===== config.mk =====
export PLATFORM = sky130hd
export DESIGN_NAME = decode_stage
export DESIGN_NICKNAME = d
export VERILOG_FILES = /design/src/rtl/decode_stage.sv
export SDC_FILE = /design/constraint.sdc
export NUM_CORES = 2
export LEC_CHECK = 0
export ABC_CLOCK_PERIOD_IN_PS = 7000
export CORE_ASPECT_RATIO = 0.8
export CORE_MARGIN = 3
export CORE_UTILIZATION = 60
export CTS_BUF_LIST = sky130_fd_sc_hd__clkbuf_2
export CTS_CLUSTER_SIZE = 25
export DETAILED_ROUTE_END_ITERATION = 10
export PLACE_DENSITY = 0.82
export SLEW_MARGIN = 10
export SYNTH_ARGS = -nofsm -noshare
export SYNTH_HDL_FRONTEND = slang
export SYNTH_SLANG_ARGS = --single-unit

===== constraint.sdc =====
create_clock -name clk -period 7 [get_ports clk]
set_clock_uncertainty 0.05 [all_clocks]
set_input_delay 1.4 -clock clk [delete_from_list [all_inputs] [get_ports clk]]
set_output_delay 1.4 -clock clk [all_outputs]
set_load 0.02 [all_outputs]

===== src/rtl/decode_stage.sv =====
// decode_stage: RV32I decode stage with register file, immediate generator, control decoder and branch-target adder
package decode_pkg;
  typedef struct packed {
    logic       reg_write;
    logic       mem_read;
    logic       mem_write;
    logic       mem_to_reg;
    logic       alu_src;
    logic       is_branch;
    logic       is_jump;
    logic [1:0] alu_op;
  } control_type;
endpackage

module decode_stage
  import decode_pkg::*;
(
  input  logic        clk,
  input  logic        rst,
  input  logic [31:0] instruction,
  input  logic [31:0] pc,
  input  logic        RegWrite,
  input  logic [31:0] write_data,
  input  logic [4:0]  write_id,
  output logic [31:0] data1,
  output logic [31:0] data2,
  output logic [31:0] imm,
  output logic [4:0]  rd,
  output logic [4:0]  rs1,
  output logic [4:0]  rs2,
  output control_type control,
  output logic [31:0] pc_branch
);
  logic [31:0] regs [32];
  logic [6:0]  opcode;
  logic        wr_hit;
  assign opcode = instruction[6:0];
  assign rd = instruction[11:7];
  assign rs1 = instruction[19:15];
  assign rs2 = instruction[24:20];
  assign wr_hit = RegWrite && write_id != 5'd0;
  always_ff @(posedge clk or negedge rst)
    if (!rst)
      for (int i = 0; i < 32; i++) regs[i] <= '0;
    else if (wr_hit)
      regs[write_id] <= write_data;
  assign data1 = !rst ? '0 : (wr_hit && write_id == rs1) ? write_data : rs1 == 5'd0 ? '0 : regs[rs1];
  assign data2 = !rst ? '0 : (wr_hit && write_id == rs2) ? write_data : rs2 == 5'd0 ? '0 : regs[rs2];
  always_comb begin
    imm = '0;
    case (opcode)
      7'b0010011, 7'b0000011, 7'b1100111: imm = {{20{instruction[31]}}, instruction[31:20]};
      7'b0100011: imm = {{20{instruction[31]}}, instruction[31:25], instruction[11:7]};
      7'b1100011: imm = {{19{instruction[31]}}, instruction[31], instruction[7], instruction[30:25], instruction[11:8], 1'b0};
      7'b0110111, 7'b0010111: imm = {instruction[31:12], 12'b0};
      7'b1101111: imm = {{11{instruction[31]}}, instruction[31], instruction[19:12], instruction[20], instruction[30:21], 1'b0};
      default: imm = '0;
    endcase
  end
  assign pc_branch = pc + imm;
  always_comb begin
    control = '0;
    case (opcode)
      7'b0110011: begin
        control.reg_write = 1'b1;
        control.alu_op = 2'b10;
      end
      7'b0010011: begin
        control.reg_write = 1'b1;
        control.alu_src = 1'b1;
        control.alu_op = 2'b11;
      end
      7'b0000011: begin
        control.reg_write = 1'b1;
        control.mem_read = 1'b1;
        control.mem_to_reg = 1'b1;
        control.alu_src = 1'b1;
      end
      7'b0100011: begin
        control.mem_write = 1'b1;
        control.alu_src = 1'b1;
      end
      7'b1100011: begin
        control.is_branch = 1'b1;
        control.alu_op = 2'b01;
      end
      7'b0110111, 7'b0010111: begin
        control.reg_write = 1'b1;
        control.alu_src = 1'b1;
      end
      7'b1101111: begin
        control.reg_write = 1'b1;
        control.is_jump = 1'b1;
      end
      7'b1100111: begin
        control.reg_write = 1'b1;
        control.is_jump = 1'b1;
        control.alu_src = 1'b1;
      end
      default: control = '0;
    endcase
  end
endmodule


==> qor.txt <==
Cell variety after synth -> 55
GR Overflow Total -> 0
Worst slew margin -> 8.511%
Overall via count from detail_route -> 37,072
First-pass GRT wire length -> 244,300 µm
Core area -> 93,340 µm²
Vias in the first global route -> 38,296
Die area -> 98,250 µm²
Post-synth ARST share -> 100.0%
Final wirelength -> 163,200 µm
Routability Congestion -> 0.9337
Worst-case vdd ir drop -> 0.0001424 V
Pwr dens -> 247.5 nW/µm²
Crit-path cells -> clkdlybuf4s50_1, inv_1, nor2_1, nand3_1, nor2_2, a21o_1, a22oi_1, inv_1, ha_1, a21oi_1, nor2_1, o21ai_0, a31oi_2, buf_4, nand2_1, nand2_1, xor2_1, clkdlybuf4s50_1
Initial core utilization -> 60.75%
DR WL/cell -> 31.01 µm
Setup violations, final -> 0
Period utilization -> 97.20%
MaxCap Viol Count -> 0
Placed Cells -> 4,850
CTS root buf -> clkbuf_2
Sequential fraction of the synthesis area -> 45.19%
Least-Margin Pin Slew -> 1.369 ns
Synth Instances -> 3,632
Worst Setup End Kind -> output port
Cell taking the most area after synthesis -> dfrtp_1
Largest register FFs -> 1,024
Slowest CP cell -> clkdlybuf4s50_1
Status -> finished, final reports clean
Crit-path max FO -> 5
Layout area overhead -> 10.53%
Bufs on Longest Clock Path -> 3
CP Class -> in2out
HPWL after detailed placement -> 93,950 µm
Worst path arrival time -> 5.35 ns
Mean Syn Cell Area -> 15.61 µm²
Post-Layout Cell Count -> 5,262
Count leader, synth -> dfrtp_1
Pre-antenna DRT Iters -> 5
Fmax -> 147.0 MHz
Cell row count -> 100
Synth area leaders -> dfrtp_1 (45%), mux4_2 (25%), mux2_2 (20%), clkbuf_1 (1.4%), mux2i_1 (1.1%)
Startpoint types -> primary input
PortBufs -> 255
Leakage -> 27.48 nW
Number of max-slew violations in the final report -> 0
Bufs and invs on worst path -> 5
Clock sink total -> 1,024
Post-synth EDFFs -> 0
CTS tree -> built
Layout cell share with drive strength beyond 1 -> 54.57%
All-Layer GR Usage -> 33.91%
Top flop regs -> regs: 1024 flops
Minimum clock period -> 6.804 ns
Family with the most delay on the worst path -> buffers and inverters
I/O pin total -> 256
DRC violations left -> 0
Crit path largest cell delay -> 0.63 ns
Post-synth top cells -> dfrtp_1 (1,024), mux2_2 (992), mux4_2 (640)
Post-Syn Nets -> 3,768
H-tree level count -> 4
ANT nets after route -> 0
Vias per cell -> 7.045
Height of the chip -> 281.0 µm
Worst hold path type -> in2async
Initial DRC Count -> 4,340
Fin nets -> 4,002
Final Core Density -> 67.14%
Final-report hold violation count -> 0
Post-Syn Area -> 56,700 µm²
Fin worst setup slack -> 0.1962 ns
Num CTS Buffers -> 237
Fill count -> 6,509
Most flops, register -> regs
Initial antenna violation count -> 6
Yosys synthesis warning count -> 0
R2r setup slk -> 6.12 ns
Post-synth top flop -> dfrtp_1
Worst EP required -> 5.55 ns
Clk pin slew, worst setup/hold paths -> 0.11 ns
Synth top area share -> 45.19%
Largest net degree at the start of global routing -> 165
Skew-Pair Late Insertion Delay -> 1.54 ns
DP Worst Slack -> -0.1657 ns
#FFs+latches synth -> 1,024
DIE WIDTH -> 349.7 µm
[metal layers]
metal / vias up / wire, µm / track usage [%] / share of wire (%)
li1: 14678 / - / - / -
met3: 371 / 17550 / 9.364 / 11
met2: 2084 / 73970 / 49.56 / 45
met4: 2 / 4914 / 10.93 / 3.0
met1: 19937 / 66750 / 50.10 / 41
met5: - / 18 / 0 / 0.011
[cell usage in the layout (no fill, tap or decap), types with 14 or more instances in the layout]
cell,count
o21ai_0,19
o21ai_1,65
xnor2_1,25
mux4_2,640
clkinv_1,49
nor2_4,18
clkbuf_2,338
buf_12,17
inv_1,14
buf_4,140
a21oi_1,33
mux2i_1,64
mux2_2,992
nor2_1,24
a21o_1,36
dfrtp_1,1024
xor2_1,16
clkdlybuf4s50_1,232
ha_1,31
nand2_1,84
[path summary, 6_finish.rpt]
check / from / endpoint / cells after the start
setup / recovery: instruction[5] / pc_branch[23] / 18
hold / removal: rst / regs[483]$_DFFE_PN0P_ / 2
setup reg to reg: regs[7]$_DFFE_PN0P_ / regs[7]$_DFFE_PN0P_ / 1
hold reg to reg: regs[1019]$_DFFE_PN0P_ / regs[1019]$_DFFE_PN0P_ / 0
max in group asynchronous: rst / regs[304]$_DFFE_PN0P_ / 5
min in group clk: regs[1019]$_DFFE_PN0P_ / regs[1019]$_DFFE_PN0P_ / 0
[what timing repair did]
| action | in CTS | in global routing |
|---|---|---|
| pin swaps | 0 | 2 |
| buffers inserted | 0 | 0 |
| endpoints found under the hold margin | 23 | 0 |
| hold buffers | 1 | 0 |
| endpoints found under the setup margin | 8 | 14 |
| resized for setup | 5 | 20 |
[logic make-up after synthesis]
group	count (synthesis)	share of synthesized area (%)
XOR/XNOR	41	0.6333
flip-flops	1024	45.19
adder cells (fa/ha/maj)	32	0.7194
buffers and inverters	428	3.341
AND/OR/NAND/NOR	213	1.712
multiplexers	1696	46.25
AO/OA/AOI/OAI	198	2.149
[metrics by stage]
step	instance area, µm²	hold WS, ns	TNS, ns	power, W
after floorplan	56700	0.3913	0	0.01058
after global placement	60590	0.3264	-0.08576	0.01159
after detailed placement	60590	0.3336	-0.4827	0.01181
after CTS	62590	0.1624	0	0.01553
after global routing	62660	0.1330	-0.1792	0.01625
final	62670	0.2670	0	0.01551
[where the power goes]
part | switching [W] | internal [W]
registers | 0.000808 | 0.00703
logic | 0.00147 | 0.00243
clock network | 0.00242 | 0.00135
total | 0.00469 | 0.0108
[layout make-up]
type                            instances  area (µm²)  area share (%)
Antenna cell                           12       30.03         0.04791
Sequential cell                      1024       25620           40.89
Clock buffer                          337        1687           2.691
Clock inverter                         62       292.8          0.4672
Timing Repair Buffer                  409        3961           6.321
Tap cell                             1224        1531           2.444
Multi-Input combinational cell       2180       29490           47.06
Inverter                               14       52.55         0.08385
No activity file was read; power rests on OpenSTA's default activity.
